<file path="src/rtl/prio_sel_if.sv">
// prio_sel_if: bus bundle for prio_sel_reg.
//   sel     : per-channel select, bit 0 highest priority
//   vals    : packed channel values, channel i at [i*W +: W]
//   clr     : synchronous clear
//   out     : registered selected value
//   out_idx : registered winning channel index
//   out_vld : registered, 1 when out holds a captured channel value
//   busy    : 1 while a dwell is in progress and inputs are ignored
// master drives the selects/values, slave is the selector itself.
interface prio_sel_if #(
    parameter int N = 4,
    parameter int W = 3
);
    localparam int IDXW = (N > 1) ? $clog2(N) : 1;

    logic [N-1:0]    sel;
    logic [N*W-1:0]  vals;
    logic            clr;
    logic [W-1:0]    out;
    logic [IDXW-1:0] out_idx;
    logic            out_vld;
    logic            busy;

    modport master (output sel, vals, clr, input out, out_idx, out_vld, busy);
    modport slave  (input sel, vals, clr, output out, out_idx, out_vld, busy);
endinterface

</file>
<file path="src/rtl/prio_sel_reg.sv">
// prio_sel_reg: N-channel priority selector with registered output.
// The lowest-index asserted select wins; its value and index are registered.
// With no select the output returns to DEFAULT_VAL.
// Optional macro PRIO_SEL_DWELL_EN: after a capture the output is frozen
// for HOLD cycles (inputs ignored, busy=1) before re-evaluation.
// Ports:
//   clk   : clock, rising edge
//   rst   : asynchronous active-low reset
//   bus   : prio_sel_if slave (sel, vals, clr in; out, out_idx, out_vld, busy out)
module prio_sel_reg #(
    parameter int           N           = 4,
    parameter int           W           = 3,
    parameter logic [W-1:0] DEFAULT_VAL = '0,
    parameter int           HOLD        = 3
) (
    input  logic      clk,
    input  logic      rst,
    prio_sel_if.slave bus
);
    localparam int IDXW = (N > 1) ? $clog2(N) : 1;

    // Priority pick: scan from the top down so the lowest index wins last.
    logic            hit;
    logic [IDXW-1:0] win_idx;
    logic [W-1:0]    win_val;

    always_comb begin
        hit     = 1'b0;
        win_idx = '0;
        win_val = DEFAULT_VAL;
        for (int i = N - 1; i >= 0; i--) begin
            if (bus.sel[i]) begin
                hit     = 1'b1;
                win_idx = IDXW'(i);
                win_val = bus.vals[i*W +: W];
            end
        end
    end

    logic [W-1:0]    out_q,   out_nx;
    logic [IDXW-1:0] idx_q,   idx_nx;
    logic            vld_q,   vld_nx;

`ifdef PRIO_SEL_DWELL_EN
    localparam int CW = $clog2(HOLD + 1);

    typedef enum logic {IDLE, DWELL} state_t;

    state_t        state, state_nx;
    logic [CW-1:0] cnt,   cnt_nx;

    always_ff @(posedge clk or negedge rst) begin
        if (!rst) begin
            state <= IDLE;
            cnt   <= '0;
        end else begin
            state <= state_nx;
            cnt   <= cnt_nx;
        end
    end

    always_comb begin
        state_nx = state;
        cnt_nx   = cnt;
        out_nx   = out_q;
        idx_nx   = idx_q;
        vld_nx   = vld_q;
        if (bus.clr) begin
            state_nx = IDLE;
            cnt_nx   = '0;
            out_nx   = DEFAULT_VAL;
            idx_nx   = '0;
            vld_nx   = 1'b0;
        end else if (state == DWELL) begin
            // Output frozen; leaving at cnt==1 keeps cnt from wrapping.
            cnt_nx = cnt - CW'(1);
            if (cnt == CW'(1))
                state_nx = IDLE;
        end else begin
            out_nx = win_val;
            idx_nx = win_idx;
            vld_nx = hit;
            if (hit && (HOLD > 1)) begin
                cnt_nx   = CW'(HOLD - 1);
                state_nx = DWELL;
            end
        end
    end

    assign bus.busy = (state == DWELL);
`else
    always_comb begin
        out_nx = win_val;
        idx_nx = win_idx;
        vld_nx = hit;
        if (bus.clr) begin
            out_nx = DEFAULT_VAL;
            idx_nx = '0;
            vld_nx = 1'b0;
        end
    end

    assign bus.busy = 1'b0;
`endif

    always_ff @(posedge clk or negedge rst) begin
        if (!rst) begin
            out_q <= DEFAULT_VAL;
            idx_q <= '0;
            vld_q <= 1'b0;
        end else begin
            out_q <= out_nx;
            idx_q <= idx_nx;
            vld_q <= vld_nx;
        end
    end

    assign bus.out     = out_q;
    assign bus.out_idx = idx_q;
    assign bus.out_vld = vld_q;
endmodule
</file>
<file path="src/flat_wrapper.sv">
// flat-port wrapper written by rule: the top's interface ports become plain ports
module prio_sel_reg_flat 
#(
    parameter int           N           = 4,
    parameter int           W           = 3,
    parameter logic [W-1:0] DEFAULT_VAL = '0,
    parameter int           HOLD        = 3
)
  (clk, rst, bus_sel, bus_vals, bus_clr, bus_out, bus_out_idx, bus_out_vld, bus_busy);
  prio_sel_if #(.N(N), .W(W)) bus_i ();
  input  logic clk;
  input  logic rst;
  input wire logic [$bits(bus_i.sel)-1:0] bus_sel;
  input wire logic [$bits(bus_i.vals)-1:0] bus_vals;
  input wire logic [$bits(bus_i.clr)-1:0] bus_clr;
  output wire logic [$bits(bus_i.out)-1:0] bus_out;
  output wire logic [$bits(bus_i.out_idx)-1:0] bus_out_idx;
  output wire logic [$bits(bus_i.out_vld)-1:0] bus_out_vld;
  output wire logic [$bits(bus_i.busy)-1:0] bus_busy;
  assign bus_i.sel = bus_sel;
  assign bus_i.vals = bus_vals;
  assign bus_i.clr = bus_clr;
  assign bus_out = bus_i.out;
  assign bus_out_idx = bus_i.out_idx;
  assign bus_out_vld = bus_i.out_vld;
  assign bus_busy = bus_i.busy;
  prio_sel_reg #(.N(N), .W(W), .DEFAULT_VAL(DEFAULT_VAL), .HOLD(HOLD)) u_core (.clk(clk), .rst(rst), .bus(bus_i));
endmodule
</file>
<file path="config.mk">
export PLATFORM = sky130hd
export DESIGN_NAME = prio_sel_reg_flat
export DESIGN_NICKNAME = d
export VERILOG_FILES = /design/src/rtl/prio_sel_if.sv /design/src/rtl/prio_sel_reg.sv /design/src/flat_wrapper.sv
export SDC_FILE = /design/constraint.sdc
export NUM_CORES = 1
export LEC_CHECK = 0
export CAP_MARGIN = 20
export CORE_AREA = 3 3 40 42
export DETAILED_ROUTE_END_ITERATION = 7
export DIE_AREA = 0 0 43 45
export GPL_TIMING_DRIVEN = 0
export HOLD_SLACK_MARGIN = 0.15
export PLACE_DENSITY = 0.69
export SYNTH_ARGS = -nofsm -noshare
export SYNTH_HDL_FRONTEND = slang
export SYNTH_SLANG_ARGS = --single-unit
export TNS_END_PERCENT = 30
</file>
<file path="constraint.sdc">
create_clock -name clk -period 0.8 [get_ports clk]
set_input_delay 0.16 -clock clk [delete_from_list [all_inputs] [get_ports clk]]
set_output_delay 0.16 -clock clk [all_outputs]
set_load 0.02 [all_outputs]
</file>
### Word level (Yosys, flattened, before mapping)

Cells that the tools add are included.

* shifts and indexed selects: 0
* order comparisons: 0
* reduce and logical (&&, ||, !) cells: 0
* muxes and demuxes: 15
* divide/modulo/power cells: 0
* multipliers: 0
* bitwise gates (word level): 0
* equality and inequality tests: 0
* $add $sub $neg: 0

Operator list (number)
* two-way mux 3 bit: 5
* two-way mux 2 bit: 5
* two-way mux 1 bit: 5

* memories: 0
* latch bits: 0
* memory bits (writable): 0
* register bits after elaboration: 6
* bits in read-only memories: 0
* output and inout port bits: 7

### Logic depth before layout (Yosys ltp)

Gate-level depths: netlist of the first run.

* depth after elaboration: 5
* depth in mapped cells: 3
* mapped depth without buffers: 3

### Worst setup path after synthesis of the first run

Ideal clock, no wire load.

* path type: input -> register
* start: input bus_sel[3]
* end: register u_core.out_q[0], in the netlist u_core.bus.out[0]
* cell stages on the path: 3
* slack: 0.000 ns
* library setup time: 0.130 ns
* path buffers: 0
* data required time: 0.670 ns
* arrival: 0.669 ns
* cell sequence: nor2b_2 -> a221oi_1 -> o32ai_1

* word-level cells in the longest chain between the ends: 5

Ends and longest elaborated chain
* start: declaration: RTL line flat_wrapper.sv:13 `input wire logic [$bits(bus_i.sel)-1:0] bus_sel;`
* two-way mux 3 bit (4 in a row): RTL line prio_sel_reg.sv:32 `if (bus.sel[i]) begin`
* two-way mux 3 bit: RTL line prio_sel_reg.sv:96 `if (bus.clr) begin`
* via u_core.out_nx[0]: RTL line prio_sel_reg.sv:40 `logic [W-1:0] out_q, out_nx;`
* end signal: assignment: RTL line prio_sel_reg.sv:112 `out_q <= out_nx;`
* end: declaration: RTL line prio_sel_reg.sv:40

The timed path passes the listed nets, and every way through them passes these cells.

### Worst setup path after layout of the first run

* start: register u_core.idx_q[0], in the netlist u_core.bus.out_idx[0]
* end: output bus_out_idx[0]

RTL lines
* start: declaration: RTL line prio_sel_reg.sv:41 `logic [IDXW-1:0] idx_q, idx_nx;`
* start signal: assignment: RTL line prio_sel_reg.sv:113 `idx_q <= idx_nx;`
* end: declaration: RTL line flat_wrapper.sv:17 `output wire logic [$bits(bus_i.out_idx)-1:0] bus_out_idx;`

No word-level cell between the ends.

==> results of run 1 <==
[flip-flops by register name, summed over array words and instances (netlist names)]
register	cells
u_core.bus.out	3
u_core.bus.out_idx	2
u_core.bus.out_vld	1
[power groups by stage]
stage | logic, mW | clock network [mW] | registers [mW]
6_report | 0.239 | 0.265 | 0.331
5_1_grt | 0.258 | 0.285 | 0.334
2_1_floorplan | 0.0548 | 0 | 0.357
3_3_place_gp | 0.219 | 0 | 0.331
3_5_place_dp | 0.221 | 0 | 0.332
4_1_cts | 0.242 | 0.273 | 0.331
[routing by layer]
layer	up-vias	part of all wire, %	GRT usage (%)
li1	155	-	-
met1	129	40	10.17
met2	22	45	11.98
met3	4	9.4	0.3984
met4	0	5.8	12.65
met5	-	0	0
[kinds of logic (layout without fill, tap and decap cells)]
logic type / count (synthesis) / count (layout) / synth area share [%]
other: 1 / 1 / 1.292
DFF: 6 / 6 / 51.72
buffers and inverters: 2 / 28 / 3.879
AOI/OAI and AO/OA: 7 / 7 / 19.83
and+or+nand+nor: 13 / 13 / 23.27
[final cells by class]
class / instances / area, µm²
timing repair buffer: 23 / 231.5
clock buffer: 3 / 22.52
fill: 133 / 675.6
sequential: 6 / 150.1
multi-input combinational: 21 / 175.2
tap: 15 / 18.77
buffer: 2 / 11.26
[layout by cell type, fill, tap and decap left out, types with 3 or more instances in the layout]
cell	Yosys	routed
clkdlybuf4s50_1	0	9
buf_6	0	6
dfrtp_1	6	6
nor2_1	4	4
dlymetal6s2s_1	0	4
a221oi_2	0	3
nor2b_1	3	3
nand2_1	3	3
o32ai_2	0	3
clkbuf_4	0	3
clkbuf_2	0	3
[worst max-delay path by stage]
stage                                     start                end
final                     u_core.bus.out_idx[0]     bus_out_idx[0]
after CTS                 u_core.bus.out_idx[0]     bus_out_idx[0]
after global placement               bus_sel[2]  u_core.bus.out[0]
after detailed placement             bus_sel[2]  u_core.bus.out[0]
after global routing         u_core.bus.out_vld        bus_out_vld
after floorplan                      bus_sel[3]  u_core.bus.out[0]
[repair_timing]
| item | 4_1_cts | 5_1_grt |
|---|---|---|
| pin swaps | 3 | 5 |
| buffers inserted | 0 | 0 |
| hold endpoints to repair | 0 | 0 |
| resized for setup | 47 | 10 |
| endpoints found under the setup margin | 11 | 10 |
==> metrics, run 1 <==
Synth Warn # 0; switch share 24.50%; Arr. time, crit path 0.73 ns; Placed Instance Area between 500 and 600 µm²; CP bufs+invs 1; drc violations 0; Fin Hold WS 0.1498 ns; Setup violations, final 7; H-tree level count 1; CP max-delay cell dfrtp_1; syn avg cell area 10.01 µm²; max-cap violations 0; Layout Cells excl Fill 70; vias in the first global route approximately 300; number of inserted diodes 0; drt pass-1 iters 2; routed wire length per instance between 10 and 15 µm; clock slew at reported path FFs ~0.040 ns; outcome finished with violations; post-layout instance area 609.3 µm²; core footprint around 1300 µm²; Crit path depth 1; vias per cell 4.429; CTS tree yes; final hold vios 0; Max Fclk ~1100 MHz; share of cells above drive strength 1 38.18%; setup total negative slack -0.5793 ns; Req. time, crit path 0.64 ns; Seq pwr share between 30% and 40%; Yosys top cell by area dfrtp_1; #FFs+latches synth 6; crit end category output pin; crit path max fanout 1; Die Area around 1900 µm²; Die W 43 µm; initial antenna violation count 0; sequential fraction of the synthesis area 51.72%; Final Critical Period 0.8895 ns; Post-Syn Instances 29; RSZ-0062 raised after global routing yes; first-pass GRT wire length 1152 µm; failing checks negative setup slack; peak ir drop on the vdd network 0.0004628 V; clock power share 31.7%; Startpoint Class flop; Design Power 0.8343 mW; via count 310; Detailed Place HPWL 568.6 µm; Area Growth Syn to Fin 109.9%; detailed-route wire length 724 µm; final core occ 47.42%; Core Rows 13; Die Span Y 45 µm; largest net degree at the start of global routing 10; Final Worst Setup Slack -0.08951 ns; CP Cell Sequence buf_6; port bufs 23; Synth Net Count 48; Distinct cells, synth 13; Placed Cells 67; Slew Limit Fails 0; Initial Util 22.59%; GRT overflow 0; Leakage 0.2988 nW; CTS Buf Count 3; Crit Path Class reg2out; Net Switching 0.2044 mW; top cells by area, synth dfrtp_1 52%, a221oi_1 9.1%, o32ai_1 9.1%, nor2b_1 6.5%, nor2_1 5.2%; antenna viol nets, final 0; total track usage 8.663%; Int Pwr 0.6299 mW; critical path's largest stage delay 0.36 ns; Top Family by Delay on Critical Path flip-flops; root buf cell clkbuf_4; combinational group share of total power 28.6%; CTS sink cnt 6; CTS Buffer Depth 2; Main synth FF type dfrtp_1; Synth top cells by count 6 x dfrtp_1, 4 x nor2_1; Hold WC Path Type in2async; Final #Nets 76; initial DRC count 3; pre-CTS WS -0.5788 ns; synthesized cell area 290.3 µm²; most frequent cell after synthesis dfrtp_1; power density over the cells 1369 nW/µm²; fin crit share 111.2%; Synth top area share 51.72%; I/O pin cnt 26; gpl congestion 0.6881; hold buffers post-CTS 0; Post-synth EDFFs 0; FFs w/ async S/R, synth 100.0%
No activity file was read; power rests on OpenSTA's default activity.
==> run 2, diff against run 1 <==
==> constraint.sdc (replaced) <==
create_clock -name clk -period 1 [get_ports clk]
set_input_delay 0.2 -clock clk [delete_from_list [all_inputs] [get_ports clk]]
set_output_delay 0.2 -clock clk [all_outputs]
set_load 0.02 [all_outputs]
==> run 2 against run 1 <==
  * The flow now finishes without violations
  * Core utilization decreased by 3.3 points
  * Clock power decreased by 20%
  * Flip-flop and latch count unchanged
  * Power decreased by 22%
  * Clock-buffer cell count unchanged
==> metrics, run 2 (synthesis results as in run 1) <==
core footprint 1285 µm² (unchanged); Int Pwr 0.4893 mW (-22%); most common cell after layout, fill and taps aside clkdlybuf4s50_1; crit path max fanout 1 (unchanged); Area Growth Syn to Fin 95.26%; GRT overflow 0 (unchanged); Net Switching 0.1578 mW (-23%); vias per cell 4.386 (-0.97%); Max Fclk ~1100 MHz; Setup violations, final 0 (-7); peak ir drop on the vdd network 0.0003594 V (-22%); Layout fillers 141 (+6.0%); Die Area 1935 µm² (unchanged); crit end category output pin; max reg flops 3 (unchanged); Startpoint Class flop; final hold vios 0 (unchanged); post-layout instance area 566.8 µm² (-7.0%); fin crit share 93.43%; initial antenna violation count 0 (unchanged); CTS sink cnt 6 (unchanged); drt pass-1 iters 1 (-1); Req. time, crit path 0.80 ns (+0.16 ns); total track usage 8.747% (+0.084 points); drc violations 0 (unchanged); clock slew at reported path FFs 0.04 ns (about the same); Fin Hold WS 0.1902 ns (+0.04039 ns); routed wire length per instance 10.47 µm (+1.2%); largest net degree at the start of global routing 10 (unchanged); via count 307 (-0.97%); Placed Cells 67 (unchanged); commonest cells after routing, fill and taps aside 13 x clkdlybuf4s50_1, 6 x buf_2, 6 x dfrtp_1; share of cells above drive strength 1 30.91% (-7.3 points); root buf cell clkbuf_4; Final Worst Setup Slack 0.06566 ns (+0.1552 ns); Crit Path Class reg2out; Placed Instance Area 539.3 µm² (unchanged); vias in the first global route 299 (+1.0%); CP max-delay cell dfrtp_1; Leakage 0.2553 nW (-15%); switch share 24.39% (-0.12 points); Design Power 0.6470 mW (-22%); Die Span Y 45 µm (unchanged); Seq pwr share 40.3% (+0.6 points); Post-CTS Setup Inserts 0 (unchanged); outcome complete, no violations; detailed-route wire length 733 µm (+1.2%); gpl congestion 0.6881 (unchanged); Slew Limit Fails 0 (unchanged); Arr. time, crit path 0.73 ns (about the same); Hold WC Path Type in2async; H-tree level count 1 (unchanged); Core Rows 13 (unchanged); setup total negative slack 0 ns (+0.5793 ns); critical path's largest stage delay 0.35 ns (about the same); combinational group share of total power 27.1% (-1.5 points); hold buffers post-CTS 0 (unchanged); Initial Util 22.59% (unchanged); antenna viol nets, final 0 (unchanged); Detailed Place HPWL 568.6 µm (unchanged); port bufs 23 (unchanged); final core occ 44.11% (-3.3 points); RSZ-0062 raised after global routing no; clock power share 32.6% (+0.9 points); Layout Cells excl Fill 70 (unchanged); CTS tree yes; CTS Buffer Depth 2 (unchanged); Final #Nets 76 (unchanged); CTS Buf Count 3 (unchanged); initial DRC count 0 (-3); number of inserted diodes 0 (unchanged); Top Family by Delay on Critical Path flip-flops; Die W 43 µm (unchanged); I/O pin cnt 26 (unchanged); power density over the cells 1142 nW/µm² (-17%); max-cap violations 0 (unchanged); Final Critical Period 0.9343 ns; first-pass GRT wire length 1166 µm (+1.2%); CP Cell Sequence buf_2; pre-CTS WS -0.4188 ns (+0.1600 ns); CP bufs+invs 1 (unchanged)
[run 2: final cells by class]
| cell class | count | area (µm²) | area share (%) |
|---|---|---|---|
| timing repair buffer | 23 | 196.4 | 34.66 |
| multi-input combinational | 21 | 167.7 | 29.58 |
| sequential | 6 | 150.1 | 26.49 |
| clock buffer | 3 | 22.52 | 3.974 |
| tap | 15 | 18.77 | 3.311 |
| buffer | 2 | 11.26 | 1.987 |
[run 2: timing repair]
action                                  CTS  global route
pin swaps                                 3             1
endpoints found under the setup margin    9             1
endpoints found under the hold margin     0             0
resized for setup                        34             1
[run 2: worst paths after layout]
check,depth (start not counted),from,end
max in group asynchronous,1,rst,u_core.bus.out_vld
min in group clk,2,bus_clr,u_core.bus.out_vld
worst min-delay path,1,rst,u_core.bus.out[1]
worst max-delay path,1,u_core.bus.out_idx[1],bus_out_idx[1]
[run 2: layer usage]
layer / wire length [µm] / GRT usage (%)
met1: 290 / 10.42
met2: 319 / 11.98
met3: 81 / 0.3984
met4: 42 / 12.65
met5: 0 / 0
[run 2: power groups by stage]
stage                     Combinational (mW)  Clock, mW  Sequential, mW
after detailed placement               0.177          0           0.265
after CTS                              0.176      0.218           0.261
after floorplan                       0.0438          0           0.286
final                                  0.175      0.211           0.261
after global routing                   0.191      0.222           0.263
after global placement                 0.175          0           0.265
